--- config.mk ---
export PLATFORM = sky130hd
export DESIGN_NAME = fifo_uart_tx
export DESIGN_NICKNAME = d
export VERILOG_FILES = /design/src/rtl/uart_pkg.sv /design/src/rtl/uart_baud_tick.sv /design/src/rtl/fifo_uart_tx.sv
export SDC_FILE = /design/constraint.sdc
export NUM_CORES = 1
export LEC_CHECK = 0
export ABC_AREA = 1
export CORE_ASPECT_RATIO = 0.7
export CORE_UTILIZATION = 55
export CTS_CLUSTER_DIAMETER = 200
export DETAILED_ROUTE_END_ITERATION = 16
export GPL_TIMING_DRIVEN = 0
export PLACE_DENSITY = 0.9
export SLEW_MARGIN = 15
export SYNTH_ARGS = -nofsm -noshare
export SYNTH_HDL_FRONTEND = slang
export SYNTH_HIERARCHICAL = 1
export SYNTH_SLANG_ARGS = --single-unit
--- constraint.sdc ---
create_clock -name clk -period 2.15 [get_ports clk]
set_input_delay 0.43 -clock clk [delete_from_list [all_inputs] [get_ports clk]]
set_output_delay 0.43 -clock clk [all_outputs]
set_load 0.01 [all_outputs]
--- src/rtl/uart_pkg.sv ---
// Shared definitions for the FIFO-fed UART transmitter: state encodings and the
// default bit period (50 MHz / 115200 baud).
package uart_pkg;

    localparam int DEFAULT_CLKS_PER_BIT = 434;

    localparam int STATE_W = 3;

    localparam logic [STATE_W-1:0] ST_IDLE  = 3'd0;
    localparam logic [STATE_W-1:0] ST_POP   = 3'd1;
    localparam logic [STATE_W-1:0] ST_WAIT  = 3'd2;
    localparam logic [STATE_W-1:0] ST_START = 3'd3;
    localparam logic [STATE_W-1:0] ST_DATA  = 3'd4;
    localparam logic [STATE_W-1:0] ST_STOP  = 3'd5;

endpackage

--- src/rtl/uart_baud_tick.sv ---
// Bit-period counter: tick is high on the last clock of every CLKS_PER_BIT-clock
// bit. restart holds the count at zero so the next bit begins on a clean boundary.
module uart_baud_tick
    import uart_pkg::*;
#(
    parameter int CLKS_PER_BIT = DEFAULT_CLKS_PER_BIT
) (
    input  logic clk,
    input  logic rst_n,
    input  logic restart,
    output logic tick
);

    localparam int                CNT_W = $clog2(CLKS_PER_BIT);
    localparam logic [CNT_W-1:0]  LAST  = CNT_W'(CLKS_PER_BIT - 1);

    logic [CNT_W-1:0] cnt;

    assign tick = (cnt == LAST);

    // Reloading on tick (not free-running modulo) keeps every bit exactly one period.
    always_ff @(posedge clk) begin
        if (!rst_n || restart) begin
            cnt <= '0;
        end else if (tick) begin
            cnt <= '0;
        end else begin
            cnt <= cnt + CNT_W'(1);
        end
    end

endmodule

--- src/rtl/fifo_uart_tx.sv ---
// UART transmitter that drains an upstream FIFO one frame at a time:
// pop, wait one clock for read data, then send start / LSB-first data / stop.
module fifo_uart_tx
    import uart_pkg::*;
#(
    parameter int CLKS_PER_BIT = DEFAULT_CLKS_PER_BIT,
    parameter int DATA_WIDTH   = 8
) (
    input  logic                  clk,
    input  logic                  rst_n,
    input  logic                  enable,
    input  logic                  fifo_empty,
    input  logic [DATA_WIDTH-1:0] fifo_dout,
    output logic                  fifo_read,
    output logic                  tx,
    output logic                  busy,
    output logic [STATE_W-1:0]    dbg_state
);

    localparam int               BIT_W    = $clog2(DATA_WIDTH + 1);
    localparam logic [BIT_W-1:0] LAST_BIT = BIT_W'(DATA_WIDTH - 1);

    logic [STATE_W-1:0]    state;
    logic [DATA_WIDTH-1:0] shreg;
    logic [BIT_W-1:0]      bit_cnt;
    logic                  baud_tick;
    logic                  baud_restart;
    logic                  can_start;

    // FIFO handshake: fifo_read is a one-clock pop strobe issued only when the FIFO
    // reported non-empty; the popped word is expected on fifo_dout one clock later.
    assign can_start    = enable && !fifo_empty;
    assign baud_restart = (state == ST_IDLE) || (state == ST_POP) || (state == ST_WAIT);
    assign fifo_read    = (state == ST_POP);
    assign busy         = (state != ST_IDLE);
    assign dbg_state    = state;

    uart_baud_tick #(
        .CLKS_PER_BIT(CLKS_PER_BIT)
    ) u_baud (
        .clk    (clk),
        .rst_n  (rst_n),
        .restart(baud_restart),
        .tick   (baud_tick)
    );

    always_ff @(posedge clk) begin
        if (!rst_n) begin
            state   <= ST_IDLE;
            tx      <= 1'b1;
            shreg   <= '0;
            bit_cnt <= '0;
        end else begin
            case (state)
                ST_IDLE: begin
                    if (can_start) state <= ST_POP;
                end
                ST_POP: begin
                    state <= ST_WAIT;
                end
                ST_WAIT: begin
                    state <= ST_START;
                    shreg <= fifo_dout;
                    tx    <= 1'b0;
                end
                ST_START: begin
                    if (baud_tick) begin
                        state   <= ST_DATA;
                        tx      <= shreg[0];
                        shreg   <= shreg >> 1;
                        bit_cnt <= '0;
                    end
                end
                ST_DATA: begin
                    if (baud_tick) begin
                        if (bit_cnt == LAST_BIT) begin
                            state <= ST_STOP;
                            tx    <= 1'b1;
                        end else begin
                            tx      <= shreg[0];
                            shreg   <= shreg >> 1;
                            bit_cnt <= bit_cnt + BIT_W'(1);
                        end
                    end
                end
                ST_STOP: begin
                    // Chain straight into the next fetch so frames are only 2 clocks apart.
                    if (baud_tick) state <= can_start ? ST_POP : ST_IDLE;
                end
                default: begin
                    state <= ST_IDLE;
                    tx    <= 1'b1;
                end
            endcase
        end
    end

endmodule

==> results.json, run 1 <==
{
  "outcome": "finished clean",
  "cp-start-kind": "flip-flop",
  "drt-pass1-iter-count": 4,
  "holdWs_ps": 471.2,
  "grt_pass1_wl_um": 4919,
  "ys.flop_type": "dfxtp_1",
  "vias_per_cell": 4.885,
  "met3_length_um": 135,
  "yosys-top-cells-area": "dfxtp_1 33%, nand2_1 17%, nor2_1 8.2%",
  "dp.cells": 274,
  "yosys_warnings": 6,
  "crit_required_ps": 1720,
  "synth_area_sq_um": 1505,
  "setup_tns_ps": 0,
  "drive_gt1_share_pct": 13.52,
  "maxSlewHeadroom_pct": 76.63,
  "tightest_slew_ps": 346.9,
  "switching_share_pct": 43.79,
  "ios": 18,
  "core.rowCount": 15,
  "yosysTopAreaCell": "dfxtp_1",
  "ctsHtreeMaxLevel": 1,
  "antenna_found_initial": 0,
  "num_vias": 1358,
  "hold_path.class": "reg2reg",
  "cp_max_fo": 6,
  "io_buffers": 17,
  "worstRegToRegCells": 11,
  "leakagePower_nw": 0.7491,
  "cts_max_path_buffers": 2,
  "first_global_vias": 1102,
  "syn_area_per_cell_sq_um": 6.750,
  "dieWidth_um": 64.53,
  "synth-seq-cells": 25,
  "period_needed_ps": 2057,
  "r2r-start": "u_baud/cnt[0]",
  "dp_hpwl_um": 2241,
  "maxSlewViolCount": 0,
  "endpoint": "fifo_read",
  "r2r_end": "shreg[6]",
  "clk_pin_slew_worst_paths_ps": 80,
  "comb_power_share_pct": 54.7,
  "power_switching_mw": 0.9152,
  "top_layer": "met4",
  "max_freq_mhz": 486.2,
  "rsz0062_at_grt": "no",
  "grt.total_usage_pct": 22.42,
  "core-area_sq_um": 2534,
  "dp_worst_setup_slack_ps": 377.3,
  "final_nets": 260,
  "die_area_sq_um": 2953,
  "num_antenna_cells": 0,
  "finalCritPeriodShare_pct": 95.67,
  "grt_max_degree": 14,
  "synthMostInstantiatedCell": "nand2_1",
  "finalSetupViolCount": 0,
  "worstSkewPairLatency_ps": 270,
  "syn_inst": 223,
  "final_cells": 278,
  "syn_nets": 238,
  "wl_met2_um": 1215,
  "reg2reg_slack_ps": 460,
  "clock_skew_ps": 6.256,
  "crit_arrival_ps": 1630,
  "drv_cap": 0,
  "hold_violations": 0,
  "wl_per_cell_um": 10.73,
  "start_util_pct": 59.41,
  "die_h_um": 45.77,
  "postRouteAntennaNets": 0,
  "p_per_area_nw_per_um2": 1184,
  "cts_tree": "built",
  "synth_top_area_share_pct": 33.25,
  "p_int_mw": 1.175,
  "path_class": "reg2out",
  "synthTopCellsByCount": "69 x nand2_1, 33 x nor2_1, 25 x dfxtp_1, 25 x inv_1, 20 x nand3_1",
  "clock-sinks": 25,
  "globalplace.congestion": 0.8462,
  "routed_wl_um": 2982,
  "clkPwrFrac_pct": 13.1,
  "yosysUniqueCellTypes": 27,
  "drt_iter0_drc": 98,
  "sequentialPowerShare_pct": 32.1,
  "worst_slack_ps": 93.04,
  "cts_buffers": 3,
  "gr-total-overflow": 0,
  "crit_path_end_kind": "primary output",
  "clock-root-buffer": "clkbuf_8",
  "wl_met1_um": 1605,
  "layout-area-overhead-vs-synth_pct": 17.29,
  "ys_async_sr_fraction_pct": 0,
  "cp-startpoint": "dbg_state[0]",
  "irDropWorstVdd_v": 0.0009621,
  "synth_edf_count": 0,
  "drc": 0,
  "ys_seq_area_share_pct": 33.25
}
-- flip-flops by register name (all words and copies together) (netlist names) --
register,flops
u_baud/cnt,9
shreg,8
bit_cnt,4
dbg_state,3
tx,1
-- per-layer routing --
layer  global-route usage, %  up-vias
li1                        -      728
met1                   32.37      596
met2                   33.26       29
met3                   6.750        5
met4                   4.000        0
met5                       0        -
-- cell type report --
cell class / instances / area [sq um]
sequential: 25 / 500.5
inverter: 29 / 108.9
fill: 225 / 768.2
multi-input combinational: 164 / 839.6
buffer: 5 / 56.30
clock buffer: 4 / 45.04
tap: 34 / 42.54
timing repair buffer: 17 / 172.7
-- worst min path at each step --
stage	cells after the start	start	endpoint
final	2	tx	tx
after detailed placement	2	tx	tx
after CTS	2	shreg[7]	shreg[7]
after global routing	2	shreg[7]	shreg[7]
after global placement	2	tx	tx
after floorplan	2	shreg[7]	shreg[7]
-- power groups by stage --
| stage | Clock, mW | Sequential, mW | Combinational (mW) |
|---|---|---|---|
| after floorplan | 0 | 0.679 | 0.839 |
| after global placement | 0 | 0.678 | 1.12 |
| after detailed placement | 0 | 0.681 | 1.13 |
| after CTS | 0.288 | 0.671 | 1.15 |
| after global routing | 0.303 | 0.688 | 1.28 |
| final | 0.274 | 0.672 | 1.14 |
-- per-stage QoR --
step           total power [mW]  instance area (sq um)  utilization [%]
3_5_place_dp              1.815                   1718            67.80
3_3_place_gp              1.798                   1718            67.80
4_1_cts                   2.105                   1763            69.58
2_1_floorplan             1.518                   1505                -
5_1_grt                   2.270                   1765            69.68
6_report                  2.090                   1765            69.68
-- kinds of logic after synthesis --
kind of cell | share of synthesized area [%]
buf+inv | 10.97
compound gates | 7.149
xor+xnor | 1.746
fa+ha+maj | 2.494
flops | 33.25
simple gates | 44.39
-- what timing repair did --
action / CTS / global route
hold buffers: 0 / 0
setup buffers: 0 / 0
resized for setup: 0 / 1
endpoints found under the setup margin: 0 / 1
-- layout by cell type (no fill, tap or decap), drive strengths merged --
master / instances
xnor2: 2
buf: 4
ha: 3
nand2: 80
dlymetal6s2s: 1
a21oi: 12
nand3b: 1
inv: 28
nand4: 2
nor3: 1
dfxtp: 25
clkinv: 1
xor2: 1
clkbuf: 5
clkdlybuf4s50: 16
nor2: 35
nand3: 23
o21ai: 2
o21bai: 2
-- worst max-delay path, cell delays in order, from the launching register on --
cell and delay (ps):
dfxtp_1 480, inv_2 120, nor3_1 190, clkdlybuf4s50_1 570
No activity file was read; power rests on OpenSTA's default activity.
==> run 2: changes to the inputs <==
--- a/config.mk
+++ b/config.mk
@@ -9,10 +9,12 @@
 export CORE_ASPECT_RATIO = 0.7
 export CORE_UTILIZATION = 55
 export CTS_CLUSTER_DIAMETER = 200
+export CTS_CLUSTER_SIZE = 8
 export DETAILED_ROUTE_END_ITERATION = 16
 export GPL_TIMING_DRIVEN = 0
 export PLACE_DENSITY = 0.9
-export SLEW_MARGIN = 15
+export REMOVE_ABC_BUFFERS = 1
+export SLEW_MARGIN = 30
 export SYNTH_ARGS = -nofsm -noshare
 export SYNTH_HDL_FRONTEND = slang
 export SYNTH_HIERARCHICAL = 1
==> results.json, run 2 (synthesized netlist as in run 1, its figures left out) <==
{
  "hold_path.class": "reg2reg",
  "grt_max_degree": 16,
  "min_from": "tx",
  "comb_power_share_pct": 51.6,
  "num_vias": 1326,
  "clock-sinks": 25,
  "maxSlewViolCount": 0,
  "regMostFlops": "u_baud/cnt",
  "final_nets": 255,
  "setup_tns_ps": 0,
  "wl_per_cell_um": 10.61,
  "cts_max_path_buffers": 2,
  "postRouteAntennaNets": 0,
  "switching_share_pct": 44.96,
  "cts_tree": "built",
  "crit_path_end_kind": "primary output",
  "holdPathEnd": "tx",
  "worstSkewPairLatency_ps": 270,
  "path_class": "reg2out",
  "core-area_sq_um": 2534,
  "utilization_pct": 67.41,
  "max_stage_delay_ps": 520,
  "sequentialPowerShare_pct": 34.5,
  "routed_wl_um": 2896,
  "start_util_pct": 59.41,
  "min_path_cells": 2,
  "core.rowCount": 15,
  "ios": 18,
  "dp_hpwl_um": 2120,
  "cts_hold_buf": 0,
  "drive_gt1_share_pct": 12.13,
  "reg2reg_slack_ps": 480,
  "cp-start-kind": "flip-flop",
  "clock-root-buffer": "clkbuf_8",
  "r2r_end": "dbg_state[0]",
  "cp_slowest_cell": "clkdlybuf4s50_1",
  "drt_iter0_drc": 79,
  "clkPwrFrac_pct": 13.9,
  "globalplace.congestion": 0.8170,
  "io_buffers": 17,
  "finalCritPeriodShare_pct": 95.88,
  "hold_violations": 0,
  "p_int_mw": 1.097,
  "cts_buffers": 3,
  "final_cells": 273,
  "dp.cells": 269,
  "grt.total_usage_pct": 22.69,
  "power_switching_mw": 0.8961,
  "ctsHtreeMaxLevel": 1,
  "drc": 0,
  "final_common_cell": "nand2_1",
  "clock_skew_ps": 3.116,
  "layout-area-overhead-vs-synth_pct": 13.47,
  "maxSlewHeadroom_pct": 68.16,
  "gr-total-overflow": 0,
  "die_h_um": 45.77,
  "num_antenna_cells": 0,
  "cp-startpoint": "dbg_state[0]",
  "rsz0062_at_grt": "no",
  "max_freq_mhz": 485.1,
  "antenna_found_initial": 0,
  "grt_pass1_wl_um": 5023,
  "cp_max_fo": 6,
  "p_per_area_nw_per_um2": 1167,
  "top_regs": "u_baud/cnt x9, shreg x8, bit_cnt x4",
  "first_global_vias": 1137,
  "tightest_slew_ps": 476.1,
  "worstRegToRegCells": 11,
  "period_needed_ps": 2061,
  "vias_per_cell": 4.857,
  "drt-pass1-iter-count": 4,
  "crit_required_ps": 1720,
  "finalSetupViolCount": 0,
  "irDropWorstVdd_v": 0.0008462,
  "r2r-start": "u_baud/cnt[0]",
  "outcome": "finished clean",
  "crit_chain": "inv_2 -> nand2_2 -> nor2_1 -> inv_1 -> clkdlybuf4s50_1",
  "dieWidth_um": 64.53,
  "die_area_sq_um": 2953,
  "largest_reg_flops": 9,
  "final_cell_mix": "69 x nand2_1, 33 x nor2_1, 25 x inv_1, 24 x dfxtp_1, 20 x nand3_1",
  "crit_arrival_ps": 1630,
  "drv_cap": 0,
  "leakagePower_nw": 0.7104,
  "clk_pin_slew_worst_paths_ps": 80
}
run 2: area by class of cell:
type                    instances  area, sq um
repair buffers                 17        170.2
flip-flops and latches         25        501.7
multi-input cells             164        839.6
well taps                      34        42.54
clock buffers                   4        45.04
inverters                      29        108.9
fillers                       214        825.8
run 2: critical path, delay by kind of cell (launching register included):
kind          cells  cell delay, ps
buf+inv           3             710
flops             1             480
simple gates      2             170
run 2: power by group through the flow:
stage	sequential (mW)	clock (mW)	combinational [mW]
after detailed placement	0.695	0	1.02
after global placement	0.694	0	0.998
after global routing	0.704	0.302	1.15
after CTS	0.686	0.280	1.03
final	0.687	0.277	1.03
after floorplan	0.691	0	0.727
run 2: routing by layer:
layer / share of wire [%] / global-route usage, %
met5: 0 / 0
met4: 0.59 / 5.333
met3: 3.8 / 6.000
met2: 41 / 34.32
met1: 54 / 32.37
run 2: worst max path at each step:
stage	endpoint	slack [ps]
after floorplan	dbg_state[0]	650
after global placement	busy	270
after detailed placement	busy	270
after CTS	busy	70
after global routing	busy	0.6
final	busy	90
run 2: timing repair:
action                                  CTS  global route
endpoints found under the setup margin    1             0
setup buffers                             0             0
resized for setup                         1             0
run 2: through the flow:
| stage | setup slack [ps] | area (sq um) | hold WS, ps | power, mW |
|---|---|---|---|---|
| 2_1_floorplan | 648.8 | 1449 | 444.6 | 1.418 |
| 3_3_place_gp | 270.4 | 1662 | 448.6 | 1.692 |
| 3_5_place_dp | 267.5 | 1662 | 457.0 | 1.710 |
| 4_1_cts | 73.43 | 1708 | 476.8 | 1.995 |
| 5_1_grt | 0.6061 | 1708 | 494.0 | 2.161 |
| 6_report | 88.64 | 1708 | 468.0 | 1.993 |
